[src/rtl/vx_dvg_ctrl_pkg.sv]
`default_nettype none
// ============================================================================
//  Module   : vx_dvg_ctrl_pkg
//  Purpose  : Shared sizing constants and redirect record for vx_dvg_ctrl.
//  Revision : 1.0
// ============================================================================
package vx_dvg_ctrl_pkg;

    localparam int NUM_WARPS   = 4;
    localparam int NUM_THREADS = 4;
    localparam int NW_WIDTH    = (NUM_WARPS > 1) ? $clog2(NUM_WARPS) : 1;
    localparam int PC_BITS     = 32;

    typedef struct packed {
        logic [NW_WIDTH-1:0] wid;
        logic [PC_BITS-1:0]  pc;
    } dvg_redir_t;

endpackage : vx_dvg_ctrl_pkg
`default_nettype wire

[src/rtl/vx_dvg_ctrl_if.sv]
`default_nettype none
// ============================================================================
//  Module   : vx_dvg_ctrl_if
//  Purpose  : Split/join event inputs and redirect return queue.
//  Revision : 1.0
// ============================================================================
interface vx_dvg_ctrl_if;
    import vx_dvg_ctrl_pkg::*;

    logic                   lock_valid;
    logic [NW_WIDTH-1:0]    lock_wid;
    logic                   spawn_valid;
    logic [NW_WIDTH-1:0]    spawn_wid;
    logic [NUM_THREADS-1:0] spawn_tmask;
    logic                   split_valid;
    logic [NW_WIDTH-1:0]    split_wid;
    logic                   split_is_dvg;
    logic [NUM_THREADS-1:0] split_then_tmask;
    logic                   join_valid;
    logic [NW_WIDTH-1:0]    join_wid;
    logic                   join_is_dvg;
    logic                   join_is_else;
    logic [NUM_THREADS-1:0] join_tmask;
    logic [PC_BITS-1:0]     join_pc;
    logic                   redir_valid;
    logic                   redir_ready;
    logic [NW_WIDTH-1:0]    redir_wid;
    logic [PC_BITS-1:0]     redir_pc;

    modport master (
        output lock_valid, lock_wid, spawn_valid, spawn_wid, spawn_tmask,
               split_valid, split_wid, split_is_dvg, split_then_tmask,
               join_valid, join_wid, join_is_dvg, join_is_else, join_tmask, join_pc,
               redir_ready,
        input  redir_valid, redir_wid, redir_pc
    );

    modport slave (
        input  lock_valid, lock_wid, spawn_valid, spawn_wid, spawn_tmask,
               split_valid, split_wid, split_is_dvg, split_then_tmask,
               join_valid, join_wid, join_is_dvg, join_is_else, join_tmask, join_pc,
               redir_ready,
        output redir_valid, redir_wid, redir_pc
    );

endinterface : vx_dvg_ctrl_if
`default_nettype wire

[src/rtl/vx_dvg_ctrl_fifo.sv]
`default_nettype none
// ============================================================================
//  Module   : vx_dvg_ctrl_fifo
//  Purpose  : Redirect FIFO; a pop frees the slot for a same-cycle push.
//  Revision : 1.0
// ============================================================================
module vx_dvg_ctrl_fifo #(
    parameter int DATAW = 1,
    parameter int DEPTH = 2
) (
    input  wire logic             clk,
    input  wire logic             rst_n,
    input  wire logic             i_push,
    input  wire logic [DATAW-1:0] i_data,
    input  wire logic             i_pop,
    output logic      [DATAW-1:0] o_data,
    output logic                  o_empty,
    output logic                  o_full
);

    localparam int AW = (DEPTH > 1) ? $clog2(DEPTH) : 1;

    logic [DATAW-1:0] r_mem [DEPTH];
    logic [AW-1:0]    r_wr_ptr;
    logic [AW-1:0]    r_rd_ptr;
    logic [AW:0]      r_count;
    logic             w_do_push;
    logic             w_do_pop;

    function automatic logic [AW-1:0] next_ptr(input logic [AW-1:0] p);
        return (p == AW'(DEPTH-1)) ? '0 : p + 1'b1;
    endfunction

    assign o_empty   = (r_count == '0);
    assign o_full    = (r_count == (AW+1)'(DEPTH));
    assign w_do_pop  = i_pop && !o_empty;
    assign w_do_push = i_push && (!o_full || w_do_pop);
    // Forced to zero when empty so the head fields read 0 out of reset.
    assign o_data    = o_empty ? '0 : r_mem[r_rd_ptr];

    always_ff @(posedge clk or negedge rst_n) begin
        if (!rst_n) begin
            for (int i = 0; i < DEPTH; i++) begin
                r_mem[i] <= '0;
            end
            r_wr_ptr <= '0;
            r_rd_ptr <= '0;
            r_count  <= '0;
        end else begin
            if (w_do_push) begin
                r_mem[r_wr_ptr] <= i_data;
                r_wr_ptr        <= next_ptr(r_wr_ptr);
            end
            if (w_do_pop) begin
                r_rd_ptr <= next_ptr(r_rd_ptr);
            end
            case ({w_do_push, w_do_pop})
                2'b10:   r_count <= r_count + 1'b1;
                2'b01:   r_count <= r_count - 1'b1;
                default: r_count <= r_count;
            endcase
        end
    end

endmodule : vx_dvg_ctrl_fifo
`default_nettype wire

[src/rtl/vx_dvg_ctrl.sv]
`default_nettype none
// ============================================================================
//  Module   : vx_dvg_ctrl
//  Purpose  : Applies split/join outcomes to per-warp thread masks and locks.
//  Revision : 1.0
// ============================================================================
module vx_dvg_ctrl
    import vx_dvg_ctrl_pkg::*;
#(
    parameter string INSTANCE_ID = ""
) (
    input  wire logic                         clk,
    input  wire logic                         rst_n,
    vx_dvg_ctrl_if.slave                      dvg_if,
    output logic [NUM_WARPS*NUM_THREADS-1:0]  o_warp_tmask,
    output logic [NUM_WARPS-1:0]              o_warp_locked
);

    typedef enum logic [1:0] {
        ST_IDLE   = 2'd0,
        ST_LOCKED = 2'd1,
        ST_REDIR  = 2'd2
    } warp_state_e;

    warp_state_e            r_state [NUM_WARPS];
    logic [NUM_THREADS-1:0] r_tmask [NUM_WARPS];

    logic [NUM_WARPS-1:0] w_lock_hit, w_spawn_hit, w_split_hit, w_join_hit, w_pop_hit;
    logic                 w_push, w_pop, w_full, w_empty;
    dvg_redir_t           w_push_data, w_head;

    // Join beats split on the same warp; a split/join beats a lock.
    always_comb begin
        w_lock_hit  = '0;
        w_spawn_hit = '0;
        w_split_hit = '0;
        w_join_hit  = '0;
        w_pop_hit   = '0;
        for (int w = 0; w < NUM_WARPS; w++) begin
            w_join_hit[w]  = dvg_if.join_valid  && (dvg_if.join_wid  == NW_WIDTH'(w));
            w_split_hit[w] = dvg_if.split_valid && (dvg_if.split_wid == NW_WIDTH'(w)) && !w_join_hit[w];
            w_lock_hit[w]  = dvg_if.lock_valid  && (dvg_if.lock_wid  == NW_WIDTH'(w))
                             && !w_join_hit[w] && !w_split_hit[w];
            w_spawn_hit[w] = dvg_if.spawn_valid && (dvg_if.spawn_wid == NW_WIDTH'(w));
            w_pop_hit[w]   = w_pop && (w_head.wid == NW_WIDTH'(w));
        end
    end

    assign w_push = dvg_if.join_valid && dvg_if.join_is_dvg && dvg_if.join_is_else
                    && (r_state[dvg_if.join_wid] == ST_LOCKED);
    assign w_pop  = !w_empty && dvg_if.redir_ready;
    assign w_push_data.wid = dvg_if.join_wid;
    assign w_push_data.pc  = dvg_if.join_pc;

    vx_dvg_ctrl_fifo #(
        .DATAW ($bits(dvg_redir_t)),
        .DEPTH (NUM_WARPS)
    ) u_redir_q (
        .clk     (clk),
        .rst_n   (rst_n),
        .i_push  (w_push),
        .i_data  (w_push_data),
        .i_pop   (w_pop),
        .o_data  (w_head),
        .o_empty (w_empty),
        .o_full  (w_full)
    );

    assign dvg_if.redir_valid = !w_empty;
    assign dvg_if.redir_wid   = w_head.wid;
    assign dvg_if.redir_pc    = w_head.pc;

    always_ff @(posedge clk or negedge rst_n) begin
        if (!rst_n) begin
            for (int w = 0; w < NUM_WARPS; w++) begin
                r_state[w] <= ST_IDLE;
                r_tmask[w] <= (w == 0) ? NUM_THREADS'(1) : '0;
            end
        end else begin
            for (int w = 0; w < NUM_WARPS; w++) begin
                case (r_state[w])
                    ST_IDLE: begin
                        if (w_lock_hit[w])  r_state[w] <= ST_LOCKED;
                        if (w_spawn_hit[w]) r_tmask[w] <= dvg_if.spawn_tmask;
                    end
                    ST_LOCKED: begin
                        if (w_join_hit[w]) begin
                            if (dvg_if.join_is_dvg) r_tmask[w] <= dvg_if.join_tmask;
                            r_state[w] <= (dvg_if.join_is_dvg && dvg_if.join_is_else) ? ST_REDIR : ST_IDLE;
                        end else if (w_split_hit[w]) begin
                            if (dvg_if.split_is_dvg) r_tmask[w] <= dvg_if.split_then_tmask;
                            r_state[w] <= ST_IDLE;
                        end
                    end
                    ST_REDIR: begin
                        if (w_pop_hit[w]) r_state[w] <= ST_IDLE;
                    end
                    default: r_state[w] <= ST_IDLE;
                endcase
            end
        end
    end

    always_comb begin
        o_warp_tmask  = '0;
        o_warp_locked = '0;
        for (int w = 0; w < NUM_WARPS; w++) begin
            o_warp_tmask[w*NUM_THREADS +: NUM_THREADS] = r_tmask[w];
            o_warp_locked[w] = (r_state[w] != ST_IDLE);
        end
    end

    // Protocol checks: offending events are dropped by the logic above.
    always_ff @(posedge clk) begin
        if (rst_n) begin
            if (dvg_if.lock_valid)
                assert (r_state[dvg_if.lock_wid] == ST_IDLE)
                    else $warning("%s: lock on busy warp %0d", INSTANCE_ID, dvg_if.lock_wid);
            if (dvg_if.spawn_valid)
                assert (r_state[dvg_if.spawn_wid] == ST_IDLE)
                    else $warning("%s: spawn on busy warp %0d", INSTANCE_ID, dvg_if.spawn_wid);
            if (dvg_if.split_valid)
                assert (r_state[dvg_if.split_wid] == ST_LOCKED)
                    else $warning("%s: split on unlocked warp %0d", INSTANCE_ID, dvg_if.split_wid);
            if (dvg_if.join_valid)
                assert (r_state[dvg_if.join_wid] == ST_LOCKED)
                    else $warning("%s: join on unlocked warp %0d", INSTANCE_ID, dvg_if.join_wid);
            assert (!(dvg_if.split_valid && dvg_if.join_valid && dvg_if.split_wid == dvg_if.join_wid))
                else $warning("%s: split and join on same warp", INSTANCE_ID);
            assert (!(dvg_if.lock_valid && ((w_split_hit | w_join_hit) != '0)
                      && (w_lock_hit == '0)))
                else $warning("%s: lock collides with split/join", INSTANCE_ID);
            assert (!(w_push && w_full && !w_pop))
                else $warning("%s: redirect push on full queue", INSTANCE_ID);
        end
    end

endmodule : vx_dvg_ctrl
`default_nettype wire

[src/flat_wrapper.sv]
// flat-port wrapper written by rule: the top's interface ports become plain ports
module vx_dvg_ctrl_flat import vx_dvg_ctrl_pkg::*;
#(
    parameter string INSTANCE_ID = ""
)
  (clk, rst_n, o_warp_tmask, o_warp_locked, dvg_if_lock_valid, dvg_if_lock_wid, dvg_if_spawn_valid, dvg_if_spawn_wid, dvg_if_spawn_tmask, dvg_if_split_valid, dvg_if_split_wid, dvg_if_split_is_dvg, dvg_if_split_then_tmask, dvg_if_join_valid, dvg_if_join_wid, dvg_if_join_is_dvg, dvg_if_join_is_else, dvg_if_join_tmask, dvg_if_join_pc, dvg_if_redir_ready, dvg_if_redir_valid, dvg_if_redir_wid, dvg_if_redir_pc);
  vx_dvg_ctrl_if dvg_if_i ();
  input  wire logic clk;
  input  wire logic rst_n;
  output logic [NUM_WARPS*NUM_THREADS-1:0] o_warp_tmask;
  output logic [NUM_WARPS-1:0] o_warp_locked;
  input wire logic [$bits(dvg_if_i.lock_valid)-1:0] dvg_if_lock_valid;
  input wire logic [$bits(dvg_if_i.lock_wid)-1:0] dvg_if_lock_wid;
  input wire logic [$bits(dvg_if_i.spawn_valid)-1:0] dvg_if_spawn_valid;
  input wire logic [$bits(dvg_if_i.spawn_wid)-1:0] dvg_if_spawn_wid;
  input wire logic [$bits(dvg_if_i.spawn_tmask)-1:0] dvg_if_spawn_tmask;
  input wire logic [$bits(dvg_if_i.split_valid)-1:0] dvg_if_split_valid;
  input wire logic [$bits(dvg_if_i.split_wid)-1:0] dvg_if_split_wid;
  input wire logic [$bits(dvg_if_i.split_is_dvg)-1:0] dvg_if_split_is_dvg;
  input wire logic [$bits(dvg_if_i.split_then_tmask)-1:0] dvg_if_split_then_tmask;
  input wire logic [$bits(dvg_if_i.join_valid)-1:0] dvg_if_join_valid;
  input wire logic [$bits(dvg_if_i.join_wid)-1:0] dvg_if_join_wid;
  input wire logic [$bits(dvg_if_i.join_is_dvg)-1:0] dvg_if_join_is_dvg;
  input wire logic [$bits(dvg_if_i.join_is_else)-1:0] dvg_if_join_is_else;
  input wire logic [$bits(dvg_if_i.join_tmask)-1:0] dvg_if_join_tmask;
  input wire logic [$bits(dvg_if_i.join_pc)-1:0] dvg_if_join_pc;
  input wire logic [$bits(dvg_if_i.redir_ready)-1:0] dvg_if_redir_ready;
  output wire logic [$bits(dvg_if_i.redir_valid)-1:0] dvg_if_redir_valid;
  output wire logic [$bits(dvg_if_i.redir_wid)-1:0] dvg_if_redir_wid;
  output wire logic [$bits(dvg_if_i.redir_pc)-1:0] dvg_if_redir_pc;
  assign dvg_if_i.lock_valid = dvg_if_lock_valid;
  assign dvg_if_i.lock_wid = dvg_if_lock_wid;
  assign dvg_if_i.spawn_valid = dvg_if_spawn_valid;
  assign dvg_if_i.spawn_wid = dvg_if_spawn_wid;
  assign dvg_if_i.spawn_tmask = dvg_if_spawn_tmask;
  assign dvg_if_i.split_valid = dvg_if_split_valid;
  assign dvg_if_i.split_wid = dvg_if_split_wid;
  assign dvg_if_i.split_is_dvg = dvg_if_split_is_dvg;
  assign dvg_if_i.split_then_tmask = dvg_if_split_then_tmask;
  assign dvg_if_i.join_valid = dvg_if_join_valid;
  assign dvg_if_i.join_wid = dvg_if_join_wid;
  assign dvg_if_i.join_is_dvg = dvg_if_join_is_dvg;
  assign dvg_if_i.join_is_else = dvg_if_join_is_else;
  assign dvg_if_i.join_tmask = dvg_if_join_tmask;
  assign dvg_if_i.join_pc = dvg_if_join_pc;
  assign dvg_if_i.redir_ready = dvg_if_redir_ready;
  assign dvg_if_redir_valid = dvg_if_i.redir_valid;
  assign dvg_if_redir_wid = dvg_if_i.redir_wid;
  assign dvg_if_redir_pc = dvg_if_i.redir_pc;
  vx_dvg_ctrl #(.INSTANCE_ID(INSTANCE_ID)) u_core (.clk(clk), .rst_n(rst_n), .dvg_if(dvg_if_i), .o_warp_tmask(o_warp_tmask), .o_warp_locked(o_warp_locked));
endmodule
[config.mk]
export PLATFORM = sky130hd
export DESIGN_NAME = vx_dvg_ctrl_flat
export DESIGN_NICKNAME = d
export VERILOG_FILES = /design/src/rtl/vx_dvg_ctrl_pkg.sv /design/src/rtl/vx_dvg_ctrl_if.sv /design/src/rtl/vx_dvg_ctrl_fifo.sv /design/src/rtl/vx_dvg_ctrl.sv /design/src/flat_wrapper.sv
export SDC_FILE = /design/constraint.sdc
export NUM_CORES = 1
export LEC_CHECK = 0
export ABC_AREA = 1
export BUFFER_PORTS_ARGS = -buffer_cell sky130_fd_sc_hd__buf_2
export CORE_MARGIN = 4
export CORE_UTILIZATION = 36
export CTS_CLUSTER_SIZE = 8
export DETAILED_ROUTE_END_ITERATION = 16
export GPL_ROUTABILITY_DRIVEN = 0
export PLACE_DENSITY = 0.62
export RECOVER_POWER = 50
export SYNTH_ARGS = -nofsm -noshare
export SYNTH_HDL_FRONTEND = slang
export SYNTH_SLANG_ARGS = --single-unit
[constraint.sdc]
create_clock -name clk -period 3.4 [get_ports clk]
set_input_delay 0.34 -clock clk [delete_from_list [all_inputs] [get_ports clk]]
set_output_delay 0.34 -clock clk [all_outputs]
set_load 0.01 [all_outputs]
==> impl_metrics.csv, run 1 <==
group,metric,value,unit
sta,tns,0,ns
grt,grt_pass1_wl,42200,um
sta,clock.fmax,391,MHz
drt,ant_nets,0,
drt,vias_per_cell,5.12,
logic_synthesis,synth_top_cell_area_share,47.6,%
clocking,clkTransAtPathRegs,0.07,ns
drt,wl_met3,1820,um
clocking,cts_sinks,167,
pwr,pwr-share-seq,36.3,%
job,maxCapViolCount,1,
sta,max_slew_margin,-45.2,%
pwr,p_leak,5.30,nW
placement,pre_cts_ws,1.09,ns
finish,nets,1330,
logic_synthesis,yosys-top-cells-area,"dfrtp_1, nand2_1, nand3_1, nor2_1, o21ai_0",
sta,fin_crit,2.56,ns
finish,final_cell_area,10000,um2
logic_synthesis,synth_commonest_cells,"nand2_1, dfrtp_1, nand3_1",
critical_path,path_class,"flop to output pin",
grt,grt.total_usage,19.7,%
critical_path,cp.required,3.06,ns
sta,fin_skew,0.00931,ns
placement,io_buffers,116,
logic_synthesis,syn_area_per_cell,7.39,um2
finish,fin_util,42.4,%
critical_path,cp_slowest_stage_delay,0.63,ns
logic_synthesis,synthesis.area,8720,um2
placement,hpwl,15400,um
clocking,hold_buffers,0,
logic_synthesis,ys_seq_area_share,47.9,%
clocking,cts_tree,"built",
grt,grt_max_degree,141,
drt,via_count,8134,
floorplanning,die_h,164,um
drt,first_pass_iters,5,
critical_path,path_cells,"buf_4, nor2_1, nor2_1, o21ai_0, a21oi_1, buf_2",
drt,dr.max_layer_used,"met4",
sta,setup_viol,0,
pwr,internal_power,5.13,mW
finish,layout.cells.non_filler,1590,
pwr,finalPower,8.77,mW
critical_path,cp.arrival,2.22,ns
grt,antenna_found_initial,0,
sta,setup_ws,0.843,ns
logic_synthesis,ys.flop_type,"dfrtp_1",
logic_synthesis,async_reset_ff_share,100,%
clocking,clk_latency,0.42,ns
sta,worst_slew_pin_slew,2.18,ns
logic_synthesis,ys_types,31,
sta,whs,0.193,ns
drt,drt_iter0_drc,723,
logic_synthesis,syn_inst,1180,
sta,drv_slew,86,
logic_synthesis,ys_seq_elements,167,
logic_synthesis,synth_top_area_cell,"dfrtp_1",
critical_path,crit_buf_inv,2,
grt,grt_pass1_vias,8018,
sta,finalCritPeriodShare,75.2,%
critical_path,cp_top_family,"buffers and inverters",
floorplanning,rows,56,
pwr,power_density,874,nW/um2
pwr,comb_power_share,40.7,%
drt,wl_met2,12400,um
floorplanning,core,23700,um2
logic_synthesis,ys_warn_count,0,
drt,wire_per_inst,16.3,um
finish,drive_above_1_share,12.7,%
clocking,cts_resized,0,
clocking,clk_path_buf_depth,2,
hold_path,hp-class,"input pin to flop",
clocking,postCtsSetupBuffers,0,
drt,wl,25900,um
critical_path,crit_path_start_kind,"flop",
critical_path,worst_path_max_delay_cell,"buf_4",
finish,antenna_cells,0,
clocking,htreeDepth,4,
critical_path,crit_path_end_kind,"output pin",
critical_path,crit_path_max_fanout,70,
clocking,numCtsBuffers,17,
floorplanning,initial_utilization,36.8,%
drt,drt-met1-wl,11400,um
clocking,root_buffer,"clkbuf_16",
sta,hold_viol_final,0,
placement,dp.cells,1561,
placement,place_area,9480,um2
outcome,violations,"capacitance limit, slew limit",
logic_synthesis,yosysMostFrequentCell,"nand2_1",
pwr,switching_share,41.5,%
grt,overflow,0,
pwr,irDropWorstVdd,424,uV
logic_synthesis,synth_edf_count,0,
logic_synthesis,synth_fp_nets,1249,
drt,drc,0,
floorplanning,dieArea,26800,um2
sta,rsz0062_at_grt,"no",
floorplanning,die_w,164,um
pwr,clockPowerShare,23.1,%
critical_path,crit_top_cell,"nor2_1",
outcome,status,"complete, but fails checks",
pwr,power.switching,3.64,mW
floorplanning,ios,117,
finish,synthToLayoutAreaGrowth,15.2,%
==> cells in the final DEF (no fill, tap or decap), drive strengths merged <==
cell	count
nand2	413
dfstp	1
o211ai	16
nand4	6
xnor2	2
a21oi	34
dfrtp	166
clkinv	6
inv	50
fa	1
o21ai	81
nor3	3
o2111ai	2
bufinv	3
nand3	164
clkbuf	45
ha	6
buf	107
nor2	165
==> tightest hold or removal path, stage by stage <==
cell	delay [ns]
buf_2	0.11
nand3_1	0.08
nand2_1	0.05
==> power by group through the flow <==
| stage | combinational [mW] | clock, mW | sequential, mW |
|---|---|---|---|
| 2_1_floorplan | 2.35 | 0 | 3.14 |
| 3_3_place_gp | 3.56 | 0 | 3.18 |
| 3_5_place_dp | 3.62 | 0 | 3.19 |
| 4_1_cts | 3.64 | 2.05 | 3.17 |
| 5_1_grt | 4.06 | 2.13 | 3.28 |
| 6_report | 3.57 | 2.02 | 3.18 |
==> per-layer routing <==
metal / up-vias / GRT usage, %
met1: 3856 / 25.8
met3: 32 / 4.67
li1: 3942 / -
met4: 0 / 4.42
met5: - / 0
met2: 304 / 33.4
==> logic make-up after synthesis <==
group | Yosys count | share of synthesized area [%]
compound gates | 133 | 8.18
buf+inv | 120 | 6.44
flops | 167 | 47.9
fa+ha+maj | 7 | 1.09
xor+xnor | 2 | 0.201
simple gates | 751 | 36.1
==> path summary, 6_finish.rpt <==
kind,from,to,slack (ns),cells past startpoint
min reg2reg,u_core.u_redir_q.r_mem[84],u_core.u_redir_q.r_mem[84],0.48,2
max reg2reg,u_core.r_state[3],u_core.u_redir_q.r_count[2],1.29,12
max in group asynchronous,rst_n,u_core.u_redir_q.r_mem[123],0.92,2
min,dvg_if_join_pc[8],u_core.u_redir_q.r_mem[76],0.19,3
min in group asynchronous,rst_n,u_core.u_redir_q.r_mem[6],0.55,1
max,u_core.u_redir_q.r_rd_ptr[0],dvg_if_redir_pc[30],0.84,6
==> sequential cells by signal (all words and copies together), names as in the netlist <==
name / count
u_core.r_state: 8
u_core.u_redir_q.r_count: 3
u_core.u_redir_q.r_rd_ptr: 2
u_core.u_redir_q.r_mem: 136
u_core.o_warp_tmask: 16
u_core.u_redir_q.r_wr_ptr: 2
==> cell type report <==
type	count	area, um2
clock inverters	9	143
well taps	319	399
inverters	50	193
fillers	2490	13600
flip-flops and latches	167	4180
clock buffers	20	467
multi-input cells	893	3990
repair buffers	132	674
Power figures use the tool's default switching activity.
==> run 2: changes to the inputs <==
- ABC_AREA: 1 -> 0
- clock period: 3.4 -> 2.6 ns (I/O delays scaled with it)
==> run 2 against run 1 <==
Sequential power up 36%. Die area down 4.5%. Largest cell class unchanged. Critical path depth down 2. The run now ends clean. Clock power up 24%. Flip-flop and latch count unchanged. Total power up 24%.
==> impl_metrics.csv, run 2 <==
group,metric,value,unit
logic_synthesis,synth_commonest_cells,"dfrtp_1, mux2_2, and2_1, mux4_2, nand2_1",
logic_synthesis,ys_warn_count,0,
job,maxCapViolCount,0,
logic_synthesis,synth_top_area_cell,"dfrtp_1",
logic_synthesis,ys_types,52,
grt,use_met3,4.00,%
sta,setup_ws,0.180,ns
pwr,finalPower,10.9,mW
logic_synthesis,synth_top_cell_area_share,50.0,%
drt,wire_per_inst,19.9,um
pwr,irDropWorstVdd,458,uV
critical_path,r2r_cells,9,
clocking,root_buffer,"clkbuf_16",
finish,synthToLayoutAreaGrowth,18.7,%
grt,antenna_found_initial,2,
clocking,htreeDepth,4,
grt,grt_max_degree,63,
drt,via_count,5205,
critical_path,crit_path_max_fanout,29,
drt,ant_nets,0,
logic_synthesis,syn_area_per_cell,14.4,um2
grt,met2_usage,27.6,%
finish,layout.cells.non_filler,1000,
grt,grt_pass1_vias,5878,
sta,fin_skew,0.0119,ns
drt,wl,19900,um
logic_synthesis,ys.flop_type,"dfrtp_1",
logic_synthesis,yosys-top-cells-area,"dfrtp_1, mux2_2, mux4_2, mux2_4, and2_1",
grt,grt.total_usage,15.9,%
finish,largest_reg_flops,136,
logic_synthesis,synthesis.area,8300,um2
hold_path,min_path_cells,2,
sta,hold_viol_final,0,
critical_path,cp.required,2.34,ns
finish,fin_util,43.5,%
floorplanning,die_w,160,um
sta,fin_crit,2.42,ns
logic_synthesis,async_reset_ff_share,100,%
finish,drive_above_1_share,48.1,%
clocking,cts_tree,"built",
grt,met1_usage,20.1,%
logic_synthesis,synth_fp_nets,644,
pwr,p_leak,4.65,nW
clocking,clkTransAtPathRegs,0.07,ns
grt,busiest_layer,"met2",
sta,rsz0062_at_grt,"no",
floorplanning,ios,117,
floorplanning,dieArea,25600,um2
clocking,clk_latency,0.42,ns
logic_synthesis,synth_edf_count,0,
logic_synthesis,ys_seq_area_share,50.3,%
floorplanning,initial_utilization,36.7,%
floorplanning,core,22600,um2
logic_synthesis,ys_seq_elements,167,
critical_path,path_class,"flop to output pin",
pwr,power_density,1100,nW/um2
critical_path,cp.arrival,2.16,ns
critical_path,crit_path_end_kind,"output pin",
clocking,cts_sinks,167,
sta,max_slew_margin,24.0,%
sta,setup_viol,0,
finish,nets,771,
finish,mostFrequentLayoutCells,"dfrtp_1, mux2_2, buf_2",
sta,tns,0,ns
floorplanning,rows,55,
sta,drv_slew,0,
floorplanning,die_h,160,um
outcome,status,"complete, no violations",
finish,regMostFlops,"u_core.u_redir_q.r_mem",
clocking,clk_path_buf_depth,2,
finish,antenna_cells,0,
logic_synthesis,yosysMostFrequentCell,"dfrtp_1",
clocking,numCtsBuffers,17,
sta,finalCritPeriodShare,93.1,%
placement,io_buffers,116,
sta,clock.fmax,413,MHz
placement,dp.cells,965,
hold_path,hp-class,"input pin to flop",
drt,first_pass_iters,5,
sta,worst_slew_pin_slew,1.14,ns
placement,hpwl,13100,um
finish,layout_commonest_cell,"dfrtp_1",
placement,pre_cts_ws,0.0428,ns
drt,vias_per_cell,5.21,
drt,drc,0,
drt,drt_iter0_drc,288,
grt,grt_pass1_wl,32400,um
grt,overflow,0,
logic_synthesis,syn_inst,575,
critical_path,crit_path_start_kind,"flop",
[run 2: per-layer routing]
| layer | vias up | share of wire [%] |
|---|---|---|
| met5 | - | 0.060 |
| met4 | 2 | 0.98 |
| met3 | 17 | 5.3 |
| met2 | 122 | 51 |
| met1 | 2706 | 43 |
| li1 | 2358 | - |
[run 2: layout make-up]
type	count	area, um2
timing repair buffer	140	806
fill	2070	12800
clock buffer	20	437
inverter	13	48.8
multi-input combinational	363	3880
tap	285	357
sequential	167	4190
clock inverter	12	143
[run 2: logic make-up (layout without fill, tap and decap cells)]
group	Yosys count	count (layout)	share of synthesized area [%]
AOI/OAI and AO/OA	44	44	3.68
xor gates and xnor gates	3	3	0.316
adders and majority gates	7	7	1.15
buffers and inverters	45	185	3.28
DFF	167	167	50.3
muxes	209	209	33.6
and+or+nand+nor	100	100	7.68
[run 2: final timing paths]
check | startpoint | end | slack [ns]
max | u_core.u_redir_q.r_rd_ptr[0] | dvg_if_redir_pc[0] | 0.18
min | dvg_if_join_pc[8] | u_core.u_redir_q.r_mem[42] | 0.09
max reg2reg | u_core.u_redir_q.r_count[0] | u_core.u_redir_q.r_count[2] | 0.24
min reg2reg | u_core.u_redir_q.r_mem[43] | u_core.u_redir_q.r_mem[43] | 0.49
max in group asynchronous | rst_n | u_core.u_redir_q.r_mem[84] | 0.47
min in group asynchronous | rst_n | u_core.o_warp_tmask[15] | 0.59
[run 2: through the flow]
| step | cell area (um2) | hold WS, ns |
|---|---|---|
| floorplan | 8300 | -0.0356 |
| global placement | 9270 | 0.212 |
| detailed placement | 9270 | 0.223 |
| CTS | 9860 | 0.0770 |
| global route | 9850 | 0.0846 |
| finish | 9850 | 0.0938 |
[run 2: critical path, stage by stage (launching register included)]
cell     delay (ns)
dfrtp_4        0.55
buf_12         0.30
mux4_2         0.54
and2_1         0.19
buf_2          0.14
[run 2: power breakdown]
| group | switching (mW) | leakage [nW] | internal, mW | total (mW) |
|---|---|---|---|---|
| sequential | 0.655 | 2.16 | 3.67 | 4.33 |
| clock | 1.07 | 0.279 | 1.44 | 2.51 |
| combinational | 1.74 | 2.21 | 2.29 | 4.04 |
| total | 3.47 | 4.65 | 7.40 | 10.9 |
[run 2: timing repair]
action,in CTS,in global routing
setup endpoints to repair,0,2
resized for setup,0,6
hold buffers,1,0
buffers inserted,0,2
endpoints found under the hold margin,41,0
==> run 3: changes to the inputs <==
- clock period: 2.6 -> 2.83 ns (I/O delays scaled with it)
==> run 3 against run 2 <==
The run now ends with capacitance limit, slew limit left. Via count rose by 1.2%. Combinational power fell by 9.9%. Register-to-register slack got worse by 0.05 ns. Total power fell by 9.2%. Critical endpoint is now u_core.u_redir_q.r_count[2].
==> impl_metrics.csv, run 3 (synthesis gave the netlist of run 2 again) <==
group,metric,value,unit
sta,drv_slew,58,
outcome,status,"complete, but fails checks",
finish,antenna_cells,0,
drt,wire_per_inst,19.9,um
clocking,clk_path_buf_depth,2,
clocking,htreeDepth,4,
critical_path,crit_path_start_kind,"flop",
drt,via_count,5268,
critical_path,crit_path_max_fanout,5,
grt,grt.total_usage,15.8,%
floorplanning,die_w,160,um
critical_path,cp.arrival,2.97,ns
sta,setup_viol,0,
placement,hpwl,13400,um
clocking,root_buffer,"clkbuf_16",
sta,hold_viol_final,0,
finish,nets,766,
floorplanning,dieArea,25600,um2
sta,max_slew_margin,-4.68,%
grt,grt_pass1_vias,5854,
clocking,cts_sinks,167,
critical_path,path_class,"flop to flop",
sta,tns,0,ns
critical_path,cp.required,3.17,ns
clocking,cts_tree,"built",
drt,drc,0,
finish,mostFrequentLayoutCells,"dfrtp_1, mux2_2, buf_2",
pwr,power_density,1010,nW/um2
floorplanning,ios,117,
floorplanning,core,22600,um2
placement,pre_cts_ws,0.194,ns
pwr,irDropWorstVdd,439,uV
floorplanning,die_h,160,um
critical_path,crit_path_end_kind,"flop",
floorplanning,rows,55,
clocking,numCtsBuffers,17,
sta,worst_slew_pin_slew,1.57,ns
drt,vias_per_cell,5.29,
job,maxCapViolCount,1,
pwr,finalPower,9.87,mW
clocking,clkTransAtPathRegs,0.08,ns
finish,largest_reg_flops,136,
finish,drive_above_1_share,47.5,%
sta,whs,0.116,ns
finish,layout_commonest_cell,"dfrtp_1",
hold_path,hp-class,"input pin to flop",
clocking,clk_latency,0.43,ns
finish,regMostFlops,"u_core.u_redir_q.r_mem",
placement,io_buffers,116,
grt,antenna_found_initial,2,
clocking,cts_resized,0,
finish,synthToLayoutAreaGrowth,17.8,%
floorplanning,initial_utilization,36.7,%
sta,setup_ws,0.193,ns
grt,grt_max_degree,59,
sta,rsz0062_at_grt,"no",
pwr,p_leak,4.62,nW
sta,clock.fmax,379,MHz
sta,fin_skew,0.0138,ns
clocking,postCtsSetupBuffers,0,
drt,ant_nets,0,
sta,finalCritPeriodShare,93.2,%
outcome,violations,"capacitance limit, slew limit",
sta,fin_crit,2.64,ns
grt,grt_pass1_wl,32100,um
drt,first_pass_iters,4,
grt,overflow,0,
drt,wl,19800,um
drt,drt_iter0_drc,297,
==> run 3: cell types whose count changed in the layout (fill, tap and decap cells not counted), moves of 2 or more <==
cell	delta
clkbuf_1	-3
clkinv_4	+2
bufinv_16	-2
clkinv_8	+2
buf_4	-3
inv_8	+3
==> run 3: final cells by class <==
cell class / count / area [um2]
fill: 2036 / 12900
sequential: 167 / 4180
multi-input combinational: 363 / 3840
timing repair buffer: 135 / 771
clock buffer: 17 / 425
tap: 285 / 357
clock inverter: 15 / 154
inverter: 13 / 48.8
==> run 3: timing repair <==
| action | CTS | global route |
|---|---|---|
| endpoints found under the setup margin | 0 | 0 |
| hold buffers | 1 | 0 |
| endpoints found under the hold margin | 55 | 0 |
==> run 3: critical path, cell delays in order (launching register included) <==
cell	delay, ns
dfrtp_1	0.43
or4b_2	0.75
nor4b_1	0.19
inv_1	0.07
ha_1	0.17
inv_1	0.07
fa_1	0.43
xor2_1	0.15
nor2_1	0.12
xor2_1	0.17
==> run 3: where the power goes <==
part / switching [mW] / internal, mW
combinational: 1.57 / 2.07
clock: 1.06 / 1.18
sequential: 0.617 / 3.37
==> run 3: final timing paths <==
check	startpoint	endpoint	slack (ns)	cells past startpoint
min	dvg_if_join_pc[9]	u_core.u_redir_q.r_mem[43]	0.12	2
min reg2reg	u_core.u_redir_q.r_mem[134]	u_core.u_redir_q.r_mem[134]	0.49	1
max	u_core.u_redir_q.r_count[0]	u_core.u_redir_q.r_count[2]	0.19	9
min in group asynchronous	rst_n	u_core.o_warp_tmask[6]	0.79	2
max reg2reg	u_core.u_redir_q.r_count[0]	u_core.u_redir_q.r_count[2]	0.19	9
max in group asynchronous	rst_n	u_core.u_redir_q.r_mem[103]	0.51	3
==> run 3: per-stage QoR <==
stage / utilization, % / area (um2) / std cells
after floorplan: - / 8300 / 575
after global placement: 40.8 / 9240 / 962
after detailed placement: 40.8 / 9240 / 962
after CTS: 43.4 / 9830 / 995
after global routing: 43.2 / 9780 / 995
final: 43.2 / 9780 / 995
==> run 3: layer usage <==
layer / track usage, % / share of wire (%) / vias up
li1: - / - / 2354
met1: 19.9 / 42 / 2755
met2: 27.3 / 52 / 137
met3: 3.95 / 4.4 / 18
met4: 3.79 / 0.93 / 4
met5: 0 / 0.071 / -
